[src/rtl/barrel_pkg.sv]
// Shared encodings for the barrel scheduler and the barrel instances,
// plus the seed and taps of the optional spawn-jitter LFSR.
package barrel_pkg;

    typedef enum logic [1:0] {
        B_INITIAL = 2'b00,
        B_ROLLING = 2'b01,
        B_FALLING = 2'b10
    } barrel_state_t;

    typedef enum logic [1:0] {
        S_IDLE  = 2'b00,
        S_RUN   = 2'b01,
        S_DRAIN = 2'b10
    } sched_state_t;

    localparam logic [15:0] LFSR_SEED = 16'hACE1;
    localparam logic [15:0] LFSR_TAPS = 16'hB400;

endpackage

[src/rtl/spawn_lfsr.sv]
// 16-bit Galois LFSR that advances once per launch; used only when
// BARREL_SPAWN_JITTER_EN is defined, to add 0..31 frames to the spawn interval.
module spawn_lfsr
    import barrel_pkg::*;
(
    input  logic        clk,
    input  logic        rst,
    input  logic        step,
    output logic [15:0] value
);

    always_ff @(posedge clk) begin
        if (rst) begin
            value <= LFSR_SEED;
        end else if (step) begin
            value <= {1'b0, value[15:1]} ^ (value[0] ? LFSR_TAPS : 16'h0000);
        end
    end

endmodule

[src/rtl/barrel_scheduler.sv]
// Barrel pool scheduler: launches free slots on a frame timer, recalls retired
// barrels, drains on game over. Optional feature macro: BARREL_SPAWN_JITTER_EN.
module barrel_scheduler
    import barrel_pkg::*;
#(
    parameter int NUM_BARRELS    = 4,
    parameter int SPAWN_INTERVAL = 120,
    parameter int FIRST_DELAY    = 30
) (
    input  logic                       clk,
    input  logic                       rst,
    input  logic                       frame_tick,
    input  logic                       game_start,
    input  logic                       game_over,
    input  logic [2*NUM_BARRELS-1:0]   barrel_state,
    input  logic [NUM_BARRELS-1:0]     barrel_retire,
    output logic [NUM_BARRELS-1:0]     barrel_start,
    output logic [NUM_BARRELS-1:0]     barrel_over,
    output logic [NUM_BARRELS-1:0]     active_mask,
    output logic [7:0]                 spawn_count,
    output logic [1:0]                 sched_state
);

    sched_state_t             state;
    logic [9:0]               timer;
    logic [9:0]               reload;
    logic [NUM_BARRELS-1:0]   launched;
    logic [NUM_BARRELS-1:0]   idle;
    logic [NUM_BARRELS-1:0]   free_slots;
    logic [NUM_BARRELS-1:0]   pick;
    logic                     launch;

    function automatic logic [NUM_BARRELS-1:0] lowest_one(input logic [NUM_BARRELS-1:0] v);
        logic found;
        found      = 1'b0;
        lowest_one = '0;
        for (int i = 0; i < NUM_BARRELS; i++) begin
            if (v[i] && !found) begin
                lowest_one[i] = 1'b1;
                found         = 1'b1;
            end
        end
    endfunction

    for (genvar g = 0; g < NUM_BARRELS; g++) begin : g_idle
        assign idle[g] = (barrel_state[2*g +: 2] == B_INITIAL);
    end

    // launched covers the cycle between the start pulse and the barrel leaving INITIAL
    assign free_slots  = idle & ~launched & ~barrel_over;
    assign pick        = lowest_one(free_slots);
    assign launch      = (state == S_RUN) && (timer == '0) && (|free_slots);
    assign active_mask = launched | ~idle;
    assign sched_state = state;

`ifdef BARREL_SPAWN_JITTER_EN
    logic [15:0] lfsr_value;
    logic [10:0] reload_sum;

    spawn_lfsr u_spawn_lfsr (
        .clk   (clk),
        .rst   (rst),
        .step  (launch),
        .value (lfsr_value)
    );

    assign reload_sum = 11'(SPAWN_INTERVAL) + {6'd0, lfsr_value[4:0]};
    assign reload     = reload_sum[10] ? 10'd1023 : reload_sum[9:0];
`else
    assign reload = 10'(SPAWN_INTERVAL);
`endif

    always_ff @(posedge clk) begin
        if (rst) begin
            state        <= S_IDLE;
            timer        <= '0;
            launched     <= '0;
            barrel_start <= '0;
            barrel_over  <= '0;
            spawn_count  <= '0;
        end else begin
            barrel_start <= '0;
            launched     <= launched & idle;
            case (state)
                S_RUN: begin
                    if (launch) begin
                        barrel_start <= pick;
                        launched     <= (launched & idle) | pick;
                        timer        <= reload;
                        if (spawn_count != 8'hFF) begin
                            spawn_count <= spawn_count + 8'd1;
                        end
                    end else if (frame_tick && (timer != '0)) begin
                        timer <= timer - 10'd1;
                    end
                    if (game_over) begin
                        state       <= S_DRAIN;
                        barrel_over <= '1;
                    end else begin
                        // hold recall until the slot reads INITIAL, then release it
                        barrel_over <= (barrel_over & ~idle)
                                     | (~barrel_over & barrel_retire & active_mask);
                    end
                end
                S_DRAIN: begin
                    if ((&idle) && (launched == '0)) begin
                        state       <= S_IDLE;
                        barrel_over <= '0;
                    end else begin
                        barrel_over <= '1;
                    end
                end
                default: begin
                    state       <= S_IDLE;
                    barrel_over <= '0;
                    if (game_start && !game_over) begin
                        state       <= S_RUN;
                        timer       <= 10'(FIRST_DELAY);
                        spawn_count <= '0;
                    end
                end
            endcase
        end
    end

endmodule

[config.mk]
export PLATFORM = sky130hd
export DESIGN_NAME = barrel_scheduler
export DESIGN_NICKNAME = d
export VERILOG_FILES = /design/src/rtl/barrel_pkg.sv /design/src/rtl/spawn_lfsr.sv /design/src/rtl/barrel_scheduler.sv
export SDC_FILE = /design/constraint.sdc
export NUM_CORES = 1
export LEC_CHECK = 0
export CORE_UTILIZATION = 35
export CTS_CLUSTER_DIAMETER = 100
export DETAILED_ROUTE_END_ITERATION = 7
export PLACE_DENSITY = 0.58
export SLEW_MARGIN = 15
export SYNTH_ARGS = -nofsm -noshare
export SYNTH_HDL_FRONTEND = slang
export SYNTH_SLANG_ARGS = --single-unit
[constraint.sdc]
create_clock -name clk -period 3.6 [get_ports clk]
set_clock_uncertainty 0.15 [all_clocks]
set_input_delay 0.72 -clock clk [delete_from_list [all_inputs] [get_ports clk]]
set_output_delay 0.72 -clock clk [all_outputs]
set_load 0.01 [all_outputs]
==> reports/results.tsv, run 1 <==
metric	value	unit
hold bufs inserted after CTS	0	
gate count after technology mapping	208	
period utilisation layout	83.3	%
clock-pin slew reported for the worst setup and hold paths after clock tree synthesis	70	ps
startpoint of the lowest-slack hold path	timer[7]	
GR met3 Demand/Resource	3.87	%
Distinct cells, synth	51	
most used cell along the critical path	clkdlybuf4s50_1	
minimum setup slack among reg-to-reg paths	810	ps
Max Cap Viol	0	
finished layout cell area	2340	µm²
hold depth	2	
share of post-route cells with drive strength above 1	10.3	%
Post-CTS Setup Inserts	0	
Die Wd	73.2	µm
Async S/R FF share, synth	0	%
post-cts gate resize count	0	
first-pass GRT wire length	7.76	mm
Crit Path Class	in2out	
slowest stage delay, CP	500	ps
Crit. Startpoint	barrel_state[1]	
share of synthesized area occupied by flip-flops and latches	36.1	%
yosys synthesis warning count	0	
synthesized area	1770	µm²
Tightest Hold Check Type	reg2reg	
worst-path cell with the longest stage delay	clkdlybuf4s50_1	
pin count of the biggest net entering global routing	23	
setup repair after global routing missed its margin	false	
highest-count cells in the layout ignoring fill and taps	clkdlybuf4s50_1, dfxtp_1, o21ai_0	
aggregate global routing overflow	0	
startpoint of the worst register-to-register path	sched_state[1]	
router iterations before antenna repair	5	
top fanout value on the critical path	4	
worst slew slack as a fraction of its limit	51.4	%
worst skew pair latency	280	ps
wire length per cell after detailed routing	14.6	µm
Leak	0.000817	µW
all-layer global routing usage	19.1	%
Initial Util	37.1	%
wire length reported by the detailed router	4.66	mm
post-DP HPWL	3.34	mm
Synth Net Count	229	
shortest clock period the worst path allows after layout	3000	ps
measured slew at the worst slew-check pin	723	ps
antenna violations before repair	0	
post-route total power	813	µW
detailed-route vias per instance	5.50	
DRC errors left	0	
placed cell count	312	
diode count	0	
vertical die dimension	73.2	µm
cell area reported after detailed placement	2250	µm²
clock buffers created by TritonCTS	5	
DRC marker count from the first detailed-route iteration	90	
Total Negative Setup Slacks	0	ps
Achievable Freq	334	MHz
most common flop cell mapped by yosys	dfxtp_1	
most common library cell in the layout ignoring fill and taps	clkdlybuf4s50_1	
Top Usage Layer GRT	met2	
Die Outline Area	5360	µm²
EDFF count, synth	0	
WP data required	2730	ps
clock tree from TritonCTS	yes	
Std-Cell Rows	25	
routability congestion estimate from global placement	0.799	
Total Nets Final	273	
endpoint of the worst register-to-register path	timer[6]	
CTS H-tree depth	2	
buffer type at the clock tree root	clkbuf_8	
met2 capacity usage during global routing	28.8	%
via count of the first global-routing pass	1596	
input/output buffers	38	
placeable core area	4790	µm²
fraction of met1 tracks used by global routing	27.0	%
Hold Path End	timer[7]	
Yosys reg bits	32	
data arrival time of the worst path	2130	ps
vias post-DR	1761	
Placement Setup Slack	440	ps
count of final setup violators	0	
post-synthesis average cell area	8.53	µm²
number of sinks handled by clock tree synthesis	32	
buffers from clock root to sink, at most	2	
status	finished clean	
final max-slew violation count	0	
startpoint type of the worst setup path	primary input	
Final Hold Vio Count	0	
minimum setup slack in the final design	603	ps
number of top-level pins	39	
final antenna-violating net count	0	
CP Capture Type	output pin	
signed area change from the synthesized netlist to the final layout	31.9	%
highest ir drop seen on vdd	0.187	mV
list of cells traversed by the critical path	clkdlybuf4s50_1 > or3_1 > clkdlybuf4s50_1	
Cell Pwr Density	348	nW/µm²
Worst R2R Path Depth	8	
number of cells in the finished layout apart from fillers	320	
## registers in the layout, indices dropped and copies added (netlist names)
signal / cells
barrel_start: 4
launched: 4
sched_state: 2
spawn_count: 8
barrel_over: 4
timer: 10
## worst max path at each step
stage,to,slack (ps),cells after the start
after CTS,active_mask[0],590,3
after global placement,spawn_count[0],460,6
after floorplan,spawn_count[0],1100,5
after detailed placement,spawn_count[0],440,6
after global routing,spawn_count[0],520,6
final,active_mask[0],600,3
## worst max-delay path: cells and delay by family
| family | cells | cell delay, ps |
|---|---|---|
| buffers and inverters | 2 | 970 |
| and+or+nand+nor | 1 | 440 |
## cells in the mapped netlist, drive strengths merged, types with 6 or more instances
cell type | instances | area share [%]
o211ai | 6 | 3.3
nor3 | 10 | 3.5
inv | 8 | 1.7
nor2 | 16 | 4.3
nand2 | 14 | 3.0
nor4 | 8 | 3.5
dfxtp | 32 | 36
clkbuf | 6 | 1.3
o21ai | 20 | 5.6
nand2b | 7 | 2.5
or3 | 8 | 2.8
a21oi | 17 | 4.8
## final cells by class
class | instances | area, µm²
well taps | 67 | 83.8
multi-input cells | 161 | 1070
fillers | 492 | 2450
clock buffers | 8 | 90.1
inverters | 8 | 30.0
flip-flops and latches | 32 | 641
repair buffers | 44 | 425
## where the power goes
part	leakage (µW)	internal [µW]	switching (µW)
Sequential	0.000259	363	9.60
Clock	0.0000455	156	132
Combinational	0.000512	70.0	83.5
## cell families after synthesis
| logic type | Yosys count | share of synthesized area, % |
|---|---|---|
| and+or+nand+nor | 87 | 29.2 |
| AOI/OAI and AO/OA | 70 | 28.3 |
| DFF | 32 | 36.1 |
| buffers and inverters | 15 | 3.60 |
| adders and majority gates | 4 | 2.82 |
## layer usage
layer  share of wire (%)  vias up
li1                    -      881
met2                  45       37
met4                 1.1        0
met5                   0        -
met3                 3.9        7
met1                  50      836
## through the flow
stage / hold slack [ps] / util (%)
finish: 318 / 48.9
global route: 344 / 48.9
CTS: 315 / 48.9
detailed placement: 308 / 47.0
global placement: 300 / 47.0
floorplan: 289 / -
(Power assumes the default switching activity.)
==> run 2: changes to the inputs <==
Settings changed: PLACE_DENSITY 0.58 to 0.6.
Clock period 3.6 ns to 2.5 ns, I/O delays scaled along.
==> run 2 against run 1 <==
Flip-flop and latch count stayed put. Combinational power is 70% higher. Non-clock buffer count is 27 higher. Via count is 4.3% higher. Setup slack worse by 550 ps. Critical path type unchanged.
==> reports/results.tsv, run 2 (synthesized netlist as in run 1, its figures left out) <==
metric	value	unit
detailed-route vias per instance	5.29	
router iterations before antenna repair	4	
CTS H-tree depth	2	
number of top-level pins	39	
finished layout cell area	2560	µm²
clock-pin slew reported for the worst setup and hold paths after clock tree synthesis	60	ps
Max Cap Viol	0	
pin count of the biggest net entering global routing	22	
buffer type at the clock tree root	clkbuf_8	
first-pass GRT wire length	7.85	mm
Die Outline Area	5360	µm²
DRC marker count from the first detailed-route iteration	95	
startpoint of the lowest-slack hold path	timer[7]	
input/output buffers	38	
status	finished clean	
clock tree from TritonCTS	yes	
hold bufs inserted after CTS	0	
clock network fraction of total power	34.2	%
Leak	0.000958	µW
share of post-route cells with drive strength above 1	20.4	%
worst hold margin	323	ps
Switching Fraction	27.8	%
worst slew slack as a fraction of its limit	63.0	%
Die Wd	73.2	µm
Worst R2R Path Depth	9	
highest-count cells in the layout ignoring fill and taps	clkdlybuf4s50_1, dfxtp_1, buf_4	
signed area change from the synthesized netlist to the final layout	44.4	%
Total Nets Final	300	
data arrival time of the worst path	1800	ps
via count of the first global-routing pass	1654	
Achievable Freq	408	MHz
shortest clock period the worst path allows after layout	2450	ps
hold depth	2	
buffers from clock root to sink, at most	2	
placeable core area	4790	µm²
top fanout value on the critical path	3	
period utilisation layout	98.0	%
all-layer global routing usage	19.3	%
routability congestion estimate from global placement	0.834	
post-DP HPWL	3.65	mm
aggregate global routing overflow	0	
slowest stage delay, CP	440	ps
fraction of power consumed by combinational cells	21.6	%
Tightest Hold Check Type	reg2reg	
Crit Path Class	in2out	
Final Hold Vio Count	0	
vertical die dimension	73.2	µm
utilization after layout	53.5	%
worst-path cell with the longest stage delay	clkdlybuf4s50_1	
internal power	875	µW
count of final setup violators	0	
WP data required	1850	ps
Hold Path End	timer[7]	
final antenna-violating net count	0	
cell area reported after detailed placement	2460	µm²
Cell Pwr Density	473	nW/µm²
CP Capture Type	output pin	
measured slew at the worst slew-check pin	550	ps
diode count	0	
Std-Cell Rows	25	
list of cells traversed by the critical path	clkdlybuf4s50_1 > buf_4 > or3_1 > dlygate4sd2_1	
highest ir drop seen on vdd	0.212	mV
wire length reported by the detailed router	4.78	mm
startpoint of the worst register-to-register path	timer[0]	
flip-flop count of the largest register after layout	10	
DRC errors left	0	
endpoint of the worst register-to-register path	timer[6]	
number of sinks handled by clock tree synthesis	32	
Post-CTS Setup Inserts	0	
clock buffers created by TritonCTS	5	
final max-slew violation count	0	
antenna violations before repair	0	
worst skew pair latency	290	ps
minimum setup slack among reg-to-reg paths	130	ps
Initial Util	37.1	%
startpoint type of the worst setup path	primary input	
sequential share of power	44.2	%
Total Negative Setup Slacks	0	ps
registers with the most flip-flops	timer: 10 flops, spawn_count: 8 flops	
Most flops, register	timer	
setup repair after global routing missed its margin	false	
Net Switching	336	µW
vias post-DR	1836	
post-route total power	1210	µW
wire length per cell after detailed routing	13.8	µm
most common library cell in the layout ignoring fill and taps	clkdlybuf4s50_1	
[run 2: cell types whose count changed in the layout (fill, tap and decap cells not counted), sizes merged]
| cell | previous run | this run |
|---|---|---|
| clkbuf | 8 | 6 |
| clkdlybuf4s50 | 38 | 34 |
| clkinv | 0 | 2 |
| buf | 6 | 33 |
| dlygate4sd2 | 0 | 4 |
[run 2: worst max-delay path by stage]
stage / start / end / slack [ps]
after floorplan: sched_state[1] / timer[9] / 110
after global placement: barrel_state[7] / spawn_count[3] / -250
after detailed placement: barrel_state[7] / spawn_count[3] / -260
after CTS: timer[4] / spawn_count[3] / 30
after global routing: timer[0] / timer[6] / 10
final: barrel_state[0] / active_mask[0] / 50
[run 2: power by group through the flow]
stage | clock network (µW) | registers [µW] | logic [µW]
2_1_floorplan | 0 | 545 | 140
3_3_place_gp | 0 | 546 | 260
3_5_place_dp | 0 | 546 | 261
4_1_cts | 426 | 535 | 259
5_1_grt | 445 | 537 | 284
6_report | 414 | 535 | 262
[run 2: critical path, delay by kind of cell]
kind,cells,cell delay (ps)
buf+inv,3,900
simple gates,1,400
[run 2: what timing repair did]
item                       CTS  global route
gates resized for setup      4             2
pin swaps                    0             1
setup endpoints to repair    4             5
[run 2: layout make-up]
cell class	instances	area [µm²]
sequential	32	641
multi-input combinational	161	1080
timing repair buffer	71	636
inverter	8	30.0
clock buffer	6	82.6
tap	67	83.8
fill	454	2220
clock inverter	2	10.0
[run 2: per-layer routing]
metal  vias up  part of all wire (%)  GRT usage [%]  routed length [µm]
met5         -                     0              0                   0
met4         0                   1.0           5.88                  49
met3         5                   4.6           4.14                 222
met2        37                    46           31.8                2180
met1       863                    49           25.1                2330
li1        931                     -              -                   -
[run 2: through the flow]
stage          cells  setup WS [ps]
2_1_floorplan    208            115
3_3_place_gp     339           -248
3_5_place_dp     339           -263
4_1_cts          347           26.9
5_1_grt          347           11.9
6_report         347           50.3
==> run 3: changes to the inputs <==
Settings changed: PLACE_DENSITY 0.6 to 0.58.
Clock period 2.5 ns to 2.6 ns, I/O delays scaled along.
==> run 3 against run 2 <==
Non-clock buffer count shrank 1. Critical endpoint unchanged. First-iteration DRC count shrank 18%. Flip-flop and latch count is the same. Setup slack gained 84 ps. Critical path type unchanged. Critical path depth is the same.
==> reports/results.tsv, run 3 (synthesized netlist as in run 1, its figures left out) <==
metric	value	unit
CTS H-tree depth	2	
GR met3 Demand/Resource	3.73	%
shortest clock period the worst path allows after layout	2470	ps
number of sinks handled by clock tree synthesis	32	
flip-flop count of the largest register after layout	10	
DRC errors left	0	
slowest stage delay, CP	430	ps
Initial Util	37.1	%
signed area change from the synthesized netlist to the final layout	42.4	%
minimum setup slack among reg-to-reg paths	200	ps
router iterations before antenna repair	4	
first-pass GRT wire length	8.21	mm
final antenna-violating net count	0	
DRC marker count from the first detailed-route iteration	78	
data arrival time of the worst path	1800	ps
fraction of met1 tracks used by global routing	26.6	%
Cell Pwr Density	442	nW/µm²
startpoint type of the worst setup path	primary input	
CP Capture Type	output pin	
number of top-level pins	39	
Total Nets Final	299	
Top Usage Layer GRT	met2	
list of cells traversed by the critical path	clkdlybuf4s50_1 > buf_4 > or3_1 > dlygate4sd2_1	
buffers from clock root to sink, at most	2	
wire length per cell after detailed routing	14.4	µm
utilization after layout	52.8	%
period utilisation layout	94.8	%
highest-count cells in the layout ignoring fill and taps	clkdlybuf4s50_1, dfxtp_1, buf_4	
Final Hold Vio Count	0	
diode count	0	
aggregate global routing overflow	0	
detailed-route vias per instance	5.33	
Tightest Hold Check Type	reg2reg	
clock buffers created by TritonCTS	5	
Crit Path Class	in2out	
worst hold margin	340	ps
routability congestion estimate from global placement	0.786	
buffer type at the clock tree root	clkbuf_8	
Max Cap Viol	0	
vias post-DR	1840	
clock-pin slew reported for the worst setup and hold paths after clock tree synthesis	60	ps
share of post-route cells with drive strength above 1	18.7	%
cell area reported after detailed placement	2440	µm²
vertical die dimension	73.2	µm
final max-slew violation count	0	
worst skew pair latency	290	ps
worst slew slack as a fraction of its limit	66.3	%
input/output buffers	38	
registers with the most flip-flops	timer: 10 flops, spawn_count: 8 flops	
cell family contributing the most delay on the critical path	buffers and inverters	
top fanout value on the critical path	3	
Leak	0.000938	µW
all-layer global routing usage	20.2	%
wire length reported by the detailed router	4.95	mm
antenna violations before repair	0	
clock tree from TritonCTS	yes	
via count of the first global-routing pass	1782	
finished layout cell area	2530	µm²
count of final setup violators	0	
Most flops, register	timer	
WP data required	1930	ps
Std-Cell Rows	25	
measured slew at the worst slew-check pin	501	ps
CP bufs+invs	3	
placeable core area	4790	µm²
setup repair after global routing missed its margin	false	
most common library cell in the layout ignoring fill and taps	clkdlybuf4s50_1	
Post-CTS Setup Inserts	0	
post-route total power	1120	µW
pin count of the biggest net entering global routing	22	
Achievable Freq	406	MHz
met2 capacity usage during global routing	32.3	%
worst-path cell with the longest stage delay	clkdlybuf4s50_1	
Die Wd	73.2	µm
highest ir drop seen on vdd	0.265	mV
Die Outline Area	5360	µm²
status	finished clean	
post-DP HPWL	3.71	mm
-- run 3: final timing paths --
kind / end / cells after the start / from
min reg2reg: timer[7] / 2 / timer[7]
min: timer[7] / 2 / timer[7]
max reg2reg: timer[3] / 5 / timer[4]
max: active_mask[0] / 4 / barrel_state[0]
-- run 3: layout make-up --
type | instances | area [µm²]
tap | 67 | 83.8
sequential | 32 | 641
inverter | 8 | 30.0
clock inverter | 1 | 5.00
clock buffer | 6 | 72.6
timing repair buffer | 70 | 616
fill | 465 | 2260
multi-input combinational | 161 | 1080
-- run 3: worst reg2reg max path: stages, from the launching register on --
cell	delay [ps]
dfxtp_1	340
or4_4	550
or3_1	570
o211a_4	350
o21a_1	120
o221a_1	220
-- run 3: timing repair --
action / CTS / global route
hold buffers: 0 / 0
endpoints found under the hold margin: 0 / 0
pin swaps: 0 / 0
endpoints found under the setup margin: 4 / 1
resized for setup: 4 / 1
-- run 3: where the power goes --
part	total, µW	internal (µW)	switching [µW]
combinational	246	123	123
clock	357	181	175
sequential	515	502	13.2
-- run 3: metrics by stage --
step                      TNS, ps  std cells  worst slack (ps)
after floorplan                 0        208               215
after global placement      -1550        338              -133
after detailed placement    -1780        338              -229
after CTS                       0        345              77.3
after global routing            0        345              58.4
final                           0        345               135
-- run 3: per-layer routing --
layer  part of all wire (%)  vias up
li1                       -      927
met5                      0        -
met2                     46       33
met4                    1.5        0
met3                    3.2        7
met1                     50      873
